<file path="src/rtl/mem_access_cycle_pkg.sv">
// Shared encodings for the MEM stage: funct3 load/store sizes, ResultSrc
// selects, the bus FSM state type and a size-decode helper.
package mem_pkg;

    localparam logic [2:0] F3_B  = 3'b000;
    localparam logic [2:0] F3_H  = 3'b001;
    localparam logic [2:0] F3_W  = 3'b010;
    localparam logic [2:0] F3_BU = 3'b100;
    localparam logic [2:0] F3_HU = 3'b101;

    localparam logic [1:0] RES_ALU = 2'b00;
    localparam logic [1:0] RES_MEM = 2'b01;
    localparam logic [1:0] RES_PC4 = 2'b10;

    typedef enum logic [1:0] {
        IDLE = 2'd0,
        REQ  = 2'd1,
        RESP = 2'd2
    } mem_state_t;

    typedef enum logic [1:0] {
        SZ_B = 2'd0,
        SZ_H = 2'd1,
        SZ_W = 2'd2
    } acc_size_t;

    // Access size from funct3; BU/HU only exist for loads, every undefined
    // encoding falls back to a full word.
    function automatic acc_size_t decode_size(input logic [2:0] f3, input logic is_store);
        acc_size_t sz;
        case (f3)
            F3_B:    sz = SZ_B;
            F3_H:    sz = SZ_H;
            F3_BU:   sz = is_store ? SZ_W : SZ_B;
            F3_HU:   sz = is_store ? SZ_W : SZ_H;
            default: sz = SZ_W;
        endcase
        return sz;
    endfunction

endpackage

</file>
<file path="src/rtl/mem_access_cycle_lsu_align.sv">
// lsu_align: purely combinational lane logic for the MEM stage.
// Produces store byte-enables and lane-replicated write data, and
// extracts/extends load data from the addressed lane.
module lsu_align
    import mem_pkg::*;
(
    input  logic [2:0]  i_funct3,
    input  logic        i_is_store,
    input  logic [1:0]  i_addr_lo,
    input  logic [31:0] i_wdata,
    input  logic [31:0] i_rdata,
    output logic [3:0]  o_be,
    output logic [31:0] o_wdata,
    output logic [31:0] o_rdata_ext
);

    acc_size_t   w_size;
    logic        w_signed;
    logic [7:0]  w_lane_byte;
    logic [15:0] w_lane_half;

    assign w_size      = decode_size(i_funct3, i_is_store);
    assign w_signed    = ~i_funct3[2];
    assign w_lane_byte = i_rdata[{i_addr_lo, 3'b000} +: 8];
    assign w_lane_half = i_addr_lo[1] ? i_rdata[31:16] : i_rdata[15:0];

    // Byte-enable pattern shifted to the addressed lane(s).
    always_comb begin
        o_be = 4'b1111;
        case (w_size)
            SZ_B:    o_be = 4'b0001 << i_addr_lo;
            SZ_H:    o_be = 4'b0011 << {i_addr_lo[1], 1'b0};
            default: o_be = 4'b1111;
        endcase
    end

    // Each byte lane carries the byte/half/word source so any aligned
    // position sees the right data; the enables pick the live lanes.
    generate
        for (genvar gi = 0; gi < 4; gi++) begin : g_wlane
            localparam int HALF_LO = (gi % 2) * 8;
            assign o_wdata[gi*8 +: 8] = (w_size == SZ_B) ? i_wdata[7:0] :
                                        (w_size == SZ_H) ? i_wdata[HALF_LO +: 8] :
                                                           i_wdata[gi*8 +: 8];
        end
    endgenerate

    // Load data: select lane, then sign- or zero-extend.
    always_comb begin
        o_rdata_ext = i_rdata;
        case (w_size)
            SZ_B:    o_rdata_ext = {{24{w_signed & w_lane_byte[7]}}, w_lane_byte};
            SZ_H:    o_rdata_ext = {{16{w_signed & w_lane_half[15]}}, w_lane_half};
            default: o_rdata_ext = i_rdata;
        endcase
    end

endmodule

</file>
<file path="src/rtl/mem_access_cycle.sv">
// mem_access_cycle: MEM stage of the RV32I pipeline. Runs the req/gnt/rvalid
// data-memory handshake, stalls upstream while an access is outstanding and
// holds the MEM/WB register.
// Optional build macro MEM_MISALIGN_TRAP_EN: misaligned H/W accesses skip the
// bus and retire immediately with MisalignW=1 and no register write.
module mem_access_cycle
    import mem_pkg::*;
#(
    parameter int XLEN   = 32,
    parameter int REG_AW = 5
) (
    input  logic              clk,
    input  logic              rst,
    input  logic              ValidM,
    input  logic              RegWriteM,
    input  logic              MemWriteM,
    input  logic [1:0]        ResultSrcM,
    input  logic [2:0]        funct3M,
    input  logic [REG_AW-1:0] RDM,
    input  logic [XLEN-1:0]   ALU_ResultM,
    input  logic [XLEN-1:0]   WriteDataM,
    input  logic [XLEN-1:0]   PCPlus4M,
    output logic              dmem_req,
    output logic              dmem_we,
    output logic [XLEN-1:0]   dmem_addr,
    output logic [3:0]        dmem_be,
    output logic [XLEN-1:0]   dmem_wdata,
    input  logic              dmem_gnt,
    input  logic              dmem_rvalid,
    input  logic [XLEN-1:0]   dmem_rdata,
    output logic              StallM,
    output logic              ValidW,
`ifdef MEM_MISALIGN_TRAP_EN
    output logic              MisalignW,
`endif
    output logic              RegWriteW,
    output logic [1:0]        ResultSrcW,
    output logic [REG_AW-1:0] RDW,
    output logic [XLEN-1:0]   ALU_ResultW,
    output logic [XLEN-1:0]   ReadDataW,
    output logic [XLEN-1:0]   PCPlus4W
);

    mem_state_t      r_state;
    logic            w_is_load;
    logic            w_is_store;
    logic            w_misalign;
    logic            w_mem_op;
    logic            w_complete;
    logic [XLEN-1:0] w_rdata_ext;

    assign w_is_store = MemWriteM;
    assign w_is_load  = (ResultSrcM == RES_MEM) & ~MemWriteM;

`ifdef MEM_MISALIGN_TRAP_EN
    acc_size_t w_size;
    assign w_size     = decode_size(funct3M, MemWriteM);
    assign w_misalign = ValidM & (w_is_load | w_is_store) &
                        (((w_size == SZ_H) & ALU_ResultM[0]) |
                         ((w_size == SZ_W) & (ALU_ResultM[1:0] != 2'b00)));
`else
    assign w_misalign = 1'b0;
`endif

    // A real load/store that actually needs the bus.
    assign w_mem_op = ValidM & (w_is_load | w_is_store) & ~w_misalign;

    assign dmem_req  = ((r_state == IDLE) & w_mem_op) | (r_state == REQ);
    assign dmem_we   = MemWriteM;
    assign dmem_addr = {ALU_ResultM[XLEN-1:2], 2'b00};

    // Stores finish on gnt; loads only on rvalid in RESP, so rvalid in the
    // gnt cycle or in IDLE (stray, after reset) never completes anything.
    assign w_complete = (w_is_store & dmem_req & dmem_gnt) |
                        (w_is_load & (r_state == RESP) & dmem_rvalid);

    assign StallM = w_mem_op & ~w_complete;

    lsu_align u_lsu_align (
        .i_funct3    (funct3M),
        .i_is_store  (MemWriteM),
        .i_addr_lo   (ALU_ResultM[1:0]),
        .i_wdata     (WriteDataM),
        .i_rdata     (dmem_rdata),
        .o_be        (dmem_be),
        .o_wdata     (dmem_wdata),
        .o_rdata_ext (w_rdata_ext)
    );

    // Bus handshake FSM.
    always_ff @(posedge clk) begin
        if (!rst) begin
            r_state <= IDLE;
        end else begin
            case (r_state)
                IDLE: begin
                    if (w_mem_op) begin
                        if (dmem_gnt) r_state <= w_is_load ? RESP : IDLE;
                        else          r_state <= REQ;
                    end
                end
                REQ: begin
                    if (dmem_gnt) r_state <= w_is_load ? RESP : IDLE;
                end
                RESP: begin
                    if (dmem_rvalid) r_state <= IDLE;
                end
                default: r_state <= IDLE;
            endcase
        end
    end

    // MEM/WB register: capture when not stalled, otherwise emit a bubble.
    // The trap flag is cleared on bubbles so it only ever accompanies ValidW.
    always_ff @(posedge clk) begin
        if (!rst) begin
            ValidW      <= 1'b0;
            RegWriteW   <= 1'b0;
            ResultSrcW  <= 2'b00;
            RDW         <= '0;
            ALU_ResultW <= '0;
            ReadDataW   <= '0;
            PCPlus4W    <= '0;
`ifdef MEM_MISALIGN_TRAP_EN
            MisalignW   <= 1'b0;
`endif
        end else if (!StallM) begin
            ValidW      <= ValidM;
            RegWriteW   <= ValidM & RegWriteM & ~w_misalign;
            ResultSrcW  <= ResultSrcM;
            RDW         <= RDM;
            ALU_ResultW <= ALU_ResultM;
            ReadDataW   <= w_rdata_ext;
            PCPlus4W    <= PCPlus4M;
`ifdef MEM_MISALIGN_TRAP_EN
            MisalignW   <= w_misalign;
`endif
        end else begin
            ValidW      <= 1'b0;
            RegWriteW   <= 1'b0;
`ifdef MEM_MISALIGN_TRAP_EN
            MisalignW   <= 1'b0;
`endif
        end
    end

endmodule

</file>
<file path="config.mk">
export PLATFORM = sky130hd
export DESIGN_NAME = mem_access_cycle
export DESIGN_NICKNAME = d
export VERILOG_FILES = /design/src/rtl/mem_access_cycle_pkg.sv /design/src/rtl/mem_access_cycle_lsu_align.sv /design/src/rtl/mem_access_cycle.sv
export SDC_FILE = /design/constraint.sdc
export NUM_CORES = 1
export LEC_CHECK = 0
export CAP_MARGIN = 30
export CORE_AREA = 5 5 122 124
export DETAILED_ROUTE_END_ITERATION = 8
export DIE_AREA = 0 0 127 129
export DONT_BUFFER_PORTS = 1
export GPL_TIMING_DRIVEN = 0
export HOLD_SLACK_MARGIN = 0.06
export PLACE_DENSITY = 0.54
export SKIP_CTS_REPAIR_TIMING = 1
export SKIP_LAST_GASP = 1
export SLEW_MARGIN = 5
export SYNTH_ARGS = -nofsm -noshare
export SYNTH_HDL_FRONTEND = slang
export SYNTH_SLANG_ARGS = --single-unit
</file>
<file path="constraint.sdc">
create_clock -name clk -period 2.3 [get_ports clk]
set_clock_uncertainty 0.1 [all_clocks]
set_input_delay 0.575 -clock clk [delete_from_list [all_inputs] [get_ports clk]]
set_output_delay 0.575 -clock clk [all_outputs]
set_load 0.03 [all_outputs]
</file>
==> results of run 1 <==
## metal layers
metal  vias to the layer above  share of wire  GRT usage
met4                         0          0.021     0.0915
met1                      2516           0.36      0.260
li1                       2416              -          -
met2                       277           0.51      0.419
met5                         -              0          0
met3                        27           0.11     0.0834
## cells by family (layout without fill, tap and decap cells)
family | after synthesis | in the layout | synth area share
other | 1 | 3 | 0.000669
buffers and inverters | 112 | 129 | 0.117
DFF | 107 | 107 | 0.382
AOI/OAI and AO/OA | 249 | 249 | 0.291
and+or+nand+nor | 180 | 180 | 0.155
muxes | 28 | 28 | 0.0547
## sequential cells by signal (all words and copies together), names as in the netlist
name and cells:
ResultSrcW 2, ValidW 1, ALU_ResultW 32, ReadDataW 32
RegWriteW 1, r_state 2, RDW 5, PCPlus4W 32
## power by group through the flow
stage | clock [mW] | combinational, mW | sequential (mW)
floorplan | 0 | 0.720 | 2.37
global placement | 0 | 0.861 | 2.41
detailed placement | 0 | 0.876 | 2.42
CTS | 1.60 | 0.880 | 2.37
global route | 1.67 | 0.988 | 2.38
finish | 1.56 | 0.917 | 2.37
## cell type report
| cell class | count | area, um2 | area share |
|---|---|---|---|
| Multi-Input combinational cell | 459 | 2980 | 0.467 |
| Sequential cell | 107 | 2140 | 0.336 |
| Buffer | 108 | 692 | 0.108 |
| Clock buffer | 9 | 225 | 0.0353 |
| Tap cell | 180 | 225 | 0.0353 |
| Clock inverter | 6 | 66.3 | 0.0104 |
| Timing Repair Buffer | 3 | 35.0 | 0.00549 |
| Inverter | 3 | 11.3 | 0.00176 |
| Antenna cell | 1 | 2.50 | 0.000392 |
## through the flow
stage | utilization | hold slack (ps)
after CTS | 0.456 | 184
after global placement | 0.435 | 451
after global routing | 0.467 | 188
after floorplan | - | 429
after detailed placement | 0.435 | 483
final | 0.467 | 197
## cells in the final DEF (no fill, tap or decap), types with 22 or more instances in the layout
cell,count
sky130_fd_sc_hd__dfxtp_1,106
sky130_fd_sc_hd__o21ai_0,80
sky130_fd_sc_hd__nand3_1,71
sky130_fd_sc_hd__nand2_1,63
sky130_fd_sc_hd__buf_4,51
sky130_fd_sc_hd__a21boi_0,49
sky130_fd_sc_hd__clkbuf_1,25
sky130_fd_sc_hd__o31ai_1,23
sky130_fd_sc_hd__a21boi_1,23
sky130_fd_sc_hd__buf_2,22
## worst max path at each step
stage	start	to	slack [ps]	cells past startpoint
after floorplan	funct3M[0]	dmem_wdata[10]	-80	4
after global placement	MemWriteM	dmem_wdata[20]	-360	6
after detailed placement	MemWriteM	dmem_wdata[20]	-380	6
after CTS	MemWriteM	dmem_wdata[20]	-380	6
after global routing	MemWriteM	dmem_wdata[27]	-40	5
final	funct3M[0]	dmem_wdata[28]	-20	5
## worst max-delay path, delay by kind of cell
family	cells	cell delay, ps
multiplexers	1	340
buffers and inverters	3	570
AO/OA/AOI/OAI	1	150
==> PnR_summary.wiki, run 1 <==
{| class="wikitable"
! Metric !! Value
|-
| Die outline area || roughly 16000 um2
|-
| Largest cells by area after synthesis || sky130_fd_sc_hd__dfxtp_1 38%, sky130_fd_sc_hd__o21ai_0 8.2%, sky130_fd_sc_hd__a21boi_0 6.6%
|-
| Hold depth || 1
|-
| Detail-routed net length per standard cell || 23.5 um
|-
| FF-to-FF Start || r_state[1]$_SDFFE_PN0P_
|-
| Clock network power share || 0.323
|-
| Count of synthesis-stage warnings from yosys || 0
|-
| Final weighted congestion of routability-driven global placement || between 0.8 and 0.9
|-
| Post-synth cell types || between 40 and 50
|-
| Sequential fraction of the synthesis area || 0.382
|-
| Max VDD drop || ~0.35 mV
|-
| Total power || just under 5 mW
|-
| Worst setup slack after placement || -377 ps
|-
| Critical Path Sink Type || output port
|-
| Sum of overflow across all layers after global routing || 0
|-
| Placed Instance Area || 5950 um2
|-
| Global-route total usage across every layer || 0.237
|-
| Endpoint, Worst Hold || r_state[0]$_SDFFE_PN0P_
|-
| Clock tree from TritonCTS || yes
|-
| Clock slew at the register clock pins of the worst setup and hold paths || approximately 70 ps
|-
| Worst setup path category || input port to output port
|-
| Post-synthesis cell type with the largest combined area || sky130_fd_sc_hd__dfxtp_1
|-
| Final setup violating endpoints || 1
|-
| Worst setup margin || -19.4 ps
|-
| Failing checks || setup timing
|-
| Switching share of power || 0.348
|-
| Part of the power in registers || 0.488
|-
| RSZ-0062 raised after global routing || true
|-
| Cell area after synthesis || 5610 um2
|-
| Main synth FF type || sky130_fd_sc_hd__dfxtp_1
|-
| Post-Place Cells || roughly 860
|-
| Transition time of the tightest slew-check pin || 730 ps
|-
| End of the worst register-to-register path || PCPlus4W[22]$_SDFFE_PN0N_
|-
| Most frequently used cell type in the post-synthesis netlist || sky130_fd_sc_hd__dfxtp_1
|-
| Via density || 5.98
|-
| Final hold vios || 0
|-
| Number of global-route vias before repair || around 5100
|-
| Number of nets with antenna violations after detailed routing || 0
|-
| Initial Utilization || 0.410
|-
| Part of the power in combinational logic || 0.189
|-
| Ordered list of cells on the worst path || buf_8 -> buf_8 -> buf_2 -> mux2i_1 -> o21ai_4
|-
| Pin count of the biggest net entering global routing || 18
|-
| Leakage Power || ~2.5 nW
|-
| Detailed-route wire length || 20.6 mm
|-
| Power Density || 760 nW/um2
|-
| Final slew viol count || 0
|-
| Clock sink total || approximately 110
|-
| Period utilisation layout || 1.01
|-
| PortBufs || 0
|-
| Wire length of the first global-routing pass || between 30 and 40 mm
|-
| Startpoint kind of the worst setup timing path || input port
|-
| P_int || around 3.2 mW
|-
| Flops & latches, synth || between 100 and 150
|-
| Startpoint of the tightest hold check path || dmem_gnt
|-
| Most used cell, CP || sky130_fd_sc_hd__buf_8
|-
| Filler-free cell count of the finished design || about 880
|-
| Die W || 127 um
|-
| Synthesis-to-layout area growth || 13.8%
|-
| Arr. time, crit path || between 1500 and 2000 ps
|-
| Half-perimeter wire length after placement || 15.9 mm
|-
| Total iterations of the first detailed-routing run || 7
|-
| Mean instance size in the synthesized netlist || between 8 and 9 um2
|-
| Total number of H-tree levels || 3
|-
| Post-route DRC || 0
|-
| Initial antenna violation count || 2
|-
| Share of flip-flops with an asynchronous set or reset || 0
|-
| Setup TNS || -19.4 ps
|-
| Cell row count || 43
|-
| Gate count after technology mapping || between 600 and 700
|-
| Area of the placeable core || approximately 14000 um2
|-
| Peak per-stage delay on the critical path || roughly 340 ps
|-
| Number of nets in the layout || between 800 and 900
|-
| Kind of path behind the tightest hold check || input port to flop
|-
| Fillcell total || ~1400
|-
| Run status || finished with violations
|-
| Fraction of layout cells with a size suffix above 1 || 0.209
|-
| Largest driver fanout on the critical path || 10
|-
| Maximum capacitance violations || 0
|-
| Clock latency at the later pin of the worst-skew pair || 350 ps
|-
| Net switching power || between 1.5 and 2 mW
|-
| Data required time at the worst endpoint || roughly 1600 ps
|-
| R2R setup slack || between 500 and 600 ps
|-
| Area fraction of the dominant cell type after synthesis || 0.382
|-
| TritonCTS Buffers || 9
|-
| Count of pins on the block boundary || 321
|-
| Number of enable-type register cells in the synthesized netlist || 0
|-
| Min Tclk post-route || approximately 2300 ps
|-
| Worst rel slew slack || 0.510
|-
| Fmax || 431 MHz
|-
| CTS Root Cell || sky130_fd_sc_hd__clkbuf_16
|-
| Post-route cell area || between 6000 and 7000 um2
|-
| Commonest cells in the synthesized netlist || 107 x sky130_fd_sc_hd__dfxtp_1, 92 x sky130_fd_sc_hd__o21ai_0, 71 x sky130_fd_sc_hd__nand3_1, 66 x sky130_fd_sc_hd__nand2_1, 49 x sky130_fd_sc_hd__a21boi_0
|-
| R2R cell count || 6
|-
| Vias || about 5200
|-
| Slowest stage cell on the critical path || sky130_fd_sc_hd__mux2i_1
|-
| Height of the die || approximately 130 um
|-
| Buffer depth of the longest clock path || 2
|-
| Starting DRC count in detailed routing || between 300 and 400
|}
(Power assumes the default switching activity.)
==> inputs of run 2 (changes only) <==
--- a/config.mk
+++ b/config.mk
@@ -6,9 +6,9 @@
 export NUM_CORES = 1
 export LEC_CHECK = 0
 export CAP_MARGIN = 30
-export CORE_AREA = 5 5 122 124
+export CORE_AREA = 5 5 123 125
 export DETAILED_ROUTE_END_ITERATION = 8
-export DIE_AREA = 0 0 127 129
+export DIE_AREA = 0 0 128 130
 export DONT_BUFFER_PORTS = 1
 export GPL_TIMING_DRIVEN = 0
 export HOLD_SLACK_MARGIN = 0.06
@@ -18,4 +18,5 @@
 export SLEW_MARGIN = 5
 export SYNTH_ARGS = -nofsm -noshare
 export SYNTH_HDL_FRONTEND = slang
+export SYNTH_HIERARCHICAL = 1
 export SYNTH_SLANG_ARGS = --single-unit
==> run 2 against run 1 <==
The flow still finishes with violations (setup timing). Sequential cell count did not move. Cell count increased by 3.2%. Global-route usage is 2.4 points lower. Fmax down 2.3%. Largest cell class unchanged. Combinational power down 4.7%. Core utilization is 0.15 points higher. Critical path depth stayed put.
==> PnR_summary.wiki, run 2 <==
{| class="wikitable"
! Metric !! Value
|-
| Run status || finished with violations
|-
| Failing checks || setup timing
|-
| Count of synthesis-stage warnings from yosys || 6
|-
| Post-synth cell types || 42
|-
| Wire length of the first global-routing pass || 27.5 mm
|-
| Initial antenna violation count || 0
|-
| Total number of H-tree levels || 3
|-
| Sequential fraction of the synthesis area || 0.377
|-
| Transition time of the tightest slew-check pin || approximately 700 ps
|-
| Count of pins on the block boundary || between 300 and 400
|-
| Number of global-route vias before repair || ~4700
|-
| Buffer depth of the longest clock path || 2
|-
| Main synth FF type || sky130_fd_sc_hd__dfxtp_1
|-
| Ordered list of cells on the worst path || nand2b_1 -> a32oi_4 -> buf_8 -> buf_6 -> clkinvlp_4
|-
| Endpoint, Worst Hold || r_state[0]$_SDFFE_PN0P_
|-
| Antenna diodes || 0
|-
| Detailed-route wire length || 18.7 mm
|-
| Die outline area || roughly 17000 um2
|-
| Most used cells in the layout excluding fill and tap cells || 271 x sky130_fd_sc_hd__nand2_1, 119 x sky130_fd_sc_hd__mux2i_1, 107 x sky130_fd_sc_hd__dfxtp_1
|-
| Total power || 4.93 mW
|-
| Seq. cell area || between 2000 and 2500 um2
|-
| Worst setup path category || flop to output port
|-
| Cell area after synthesis || between 5000 and 6000 um2
|-
| Sum of overflow across all layers after global routing || 0
|-
| RSZ-0062 raised after global routing || true
|-
| Largest driver fanout on the critical path || 10
|-
| Commonest cells in the synthesized netlist || 272 x sky130_fd_sc_hd__nand2_1, 119 x sky130_fd_sc_hd__mux2i_1, 107 x sky130_fd_sc_hd__dfxtp_1, 47 x sky130_fd_sc_hd__buf_4, 31 x sky130_fd_sc_hd__clkbuf_1
|-
| Vias || 4778
|-
| Startpoint kind of the worst setup timing path || flop
|-
| Period utilisation layout || 1.03
|-
| Leakage Power || approximately 3.2 nW
|-
| Clock tree from TritonCTS || yes
|-
| Final slew viol count || 0
|-
| Mean instance size in the synthesized netlist || between 8 and 9 um2
|-
| Post-route DRC || 0
|-
| Synthesis-to-layout area growth || 13.6%
|-
| Critical path's top delay family || buffers and inverters
|-
| Height of the die || about 130 um
|-
| Post-synthesis cell type with the largest combined area || sky130_fd_sc_hd__dfxtp_1
|-
| Area fraction of the dominant cell type after synthesis || 0.377
|-
| Clock latency at the later pin of the worst-skew pair || ~340 ps
|-
| Final setup violating endpoints || 1
|-
| Commonest non-fill, non-tap cell in the layout || sky130_fd_sc_hd__nand2_1
|-
| Clock sink total || 107
|-
| TritonCTS Buffers || 9
|-
| End of the worst register-to-register path || ReadDataW[5]$_SDFFE_PN0N_
|-
| Number of enable-type register cells in the synthesized netlist || 0
|-
| Total iterations of the first detailed-routing run || 5
|-
| Placed Instance Area || around 5900 um2
|-
| Gate count after technology mapping || ~700
|-
| Critical Path Sink Type || output port
|-
| Largest registers || ALU_ResultW x32, PCPlus4W x32, ReadDataW x32
|-
| Hold depth || 1
|-
| Pin count of the biggest net entering global routing || 19
|-
| Power Density || ~760 nW/um2
|-
| Maximum capacitance violations || 0
|-
| Worst rel slew slack || 0.525
|-
| Starting DRC count in detailed routing || 270
|-
| Area of the placeable core || about 14000 um2
|-
| Slowest stage cell on the critical path || sky130_fd_sc_hd__dfxtp_1
|-
| Clock slew at the register clock pins of the worst setup and hold paths || 70 ps
|-
| Fraction of layout cells with a size suffix above 1 || 0.184
|-
| Min Tclk post-route || approximately 2400 ps
|-
| Final weighted congestion of routability-driven global placement || about 0.94
|-
| Fillcell total || about 1400
|-
| Number of nets with antenna violations after detailed routing || 0
|-
| Data required time at the worst endpoint || 1620 ps
|-
| Post-route cell area || around 6500 um2
|-
| Die W || approximately 130 um
|-
| Max VDD drop || between 0.3 and 0.4 mV
|-
| Arr. time, crit path || about 1700 ps
|-
| Final hold vios || 0
|-
| Startpoint of the tightest hold check path || dmem_gnt
|-
| Multi-input logic area || between 3000 and 4000 um2
|-
| PortBufs || 0
|-
| Initial Utilization || 0.413
|-
| Worst setup margin || -74.5 ps
|-
| R2R setup slack || approximately 550 ps
|-
| Setup TNS || -74.5 ps
|-
| Most frequently used cell type in the post-synthesis netlist || sky130_fd_sc_hd__nand2_1
|-
| Share of flip-flops with an asynchronous set or reset || 0
|-
| Half-perimeter wire length after placement || 15.0 mm
|-
| Cell row count || 43
|-
| Kind of path behind the tightest hold check || input port to flop
|-
| Via density || between 5 and 6
|-
| Largest cells by area after synthesis || sky130_fd_sc_hd__dfxtp_1 38%, sky130_fd_sc_hd__mux2i_1 21%, sky130_fd_sc_hd__nand2_1 18%
|-
| FF-to-FF Start || r_state[1]$_SDFFE_PN0P_
|-
| Number of nets in the layout || around 860
|-
| Peak per-stage delay on the critical path || 340 ps
|-
| Fmax || roughly 420 MHz
|-
| Detail-routed net length per standard cell || between 20 and 25 um
|-
| Flops & latches, synth || approximately 110
|-
| CTS Root Cell || sky130_fd_sc_hd__clkbuf_16
|-
| Global-route total usage across every layer || 0.213
|-
| R2R cell count || 6
|-
| Buffers & Inverters on Critical Path || 3
|}
[run 2: how the worst max path moves through the flow]
stage,startpoint,end,slack [ps],cells past startpoint
after floorplan,funct3M[2],dmem_wdata[24],-180,4
after global placement,funct3M[2],dmem_wdata[31],-430,4
after detailed placement,rst,ReadDataW[5]$_SDFFE_PN0N_,-390,5
after CTS,r_state[1]$_SDFFE_PN0P_,StallM,-610,5
after global routing,r_state[1]$_SDFFE_PN0P_,StallM,-160,5
final,r_state[1]$_SDFFE_PN0P_,StallM,-70,5
[run 2: per-stage QoR]
stage	util	setup WS (ps)	cells	hold slack (ps)
2_1_floorplan	-	-181	698	365
3_3_place_gp	0.430	-431	878	380
3_5_place_dp	0.431	-392	879	404
4_1_cts	0.454	-611	895	199
5_1_grt	0.469	-161	904	209
6_report	0.469	-74.5	904	214
[run 2: logic make-up after synthesis]
| logic type | after synthesis | synth area share |
|---|---|---|
| muxes | 128 | 0.229 |
| other | 1 | 0.000660 |
| AOI/OAI and AO/OA | 55 | 0.0680 |
| and+or+nand+nor | 308 | 0.224 |
| buffers and inverters | 98 | 0.101 |
| DFF | 107 | 0.377 |
[run 2: layout make-up]
class / instances / share of cell area
buffer: 90 / 0.0909
clock buffer: 9 / 0.0349
clock inverter: 7 / 0.0151
inverter: 6 / 0.00407
multi-input combinational: 493 / 0.475
sequential: 107 / 0.332
tap: 180 / 0.0349
timing repair buffer: 12 / 0.0136
[run 2: worst reg2reg max path: cells and delay by family, from the launching register on]
kind	cells	cell delay, ps
AO/OA/AOI/OAI	1	260
buffers and inverters	3	530
AND/OR/NAND/NOR	1	220
multiplexers	1	240
flip-flops	1	340
[run 2: routing by layer]
metal  global-route usage  routed length [um]
met3               0.0835                1950
met2                0.384                9710
met5                    0                   0
met1                0.237                6860
met4               0.0487                 221
[run 2: power by group]
group	total, mW	switching (mW)	internal (mW)
Clock	1.68	0.719	0.961
Sequential	2.38	0.386	1.99
Combinational	0.874	0.545	0.329
Total	4.93	1.65	3.28
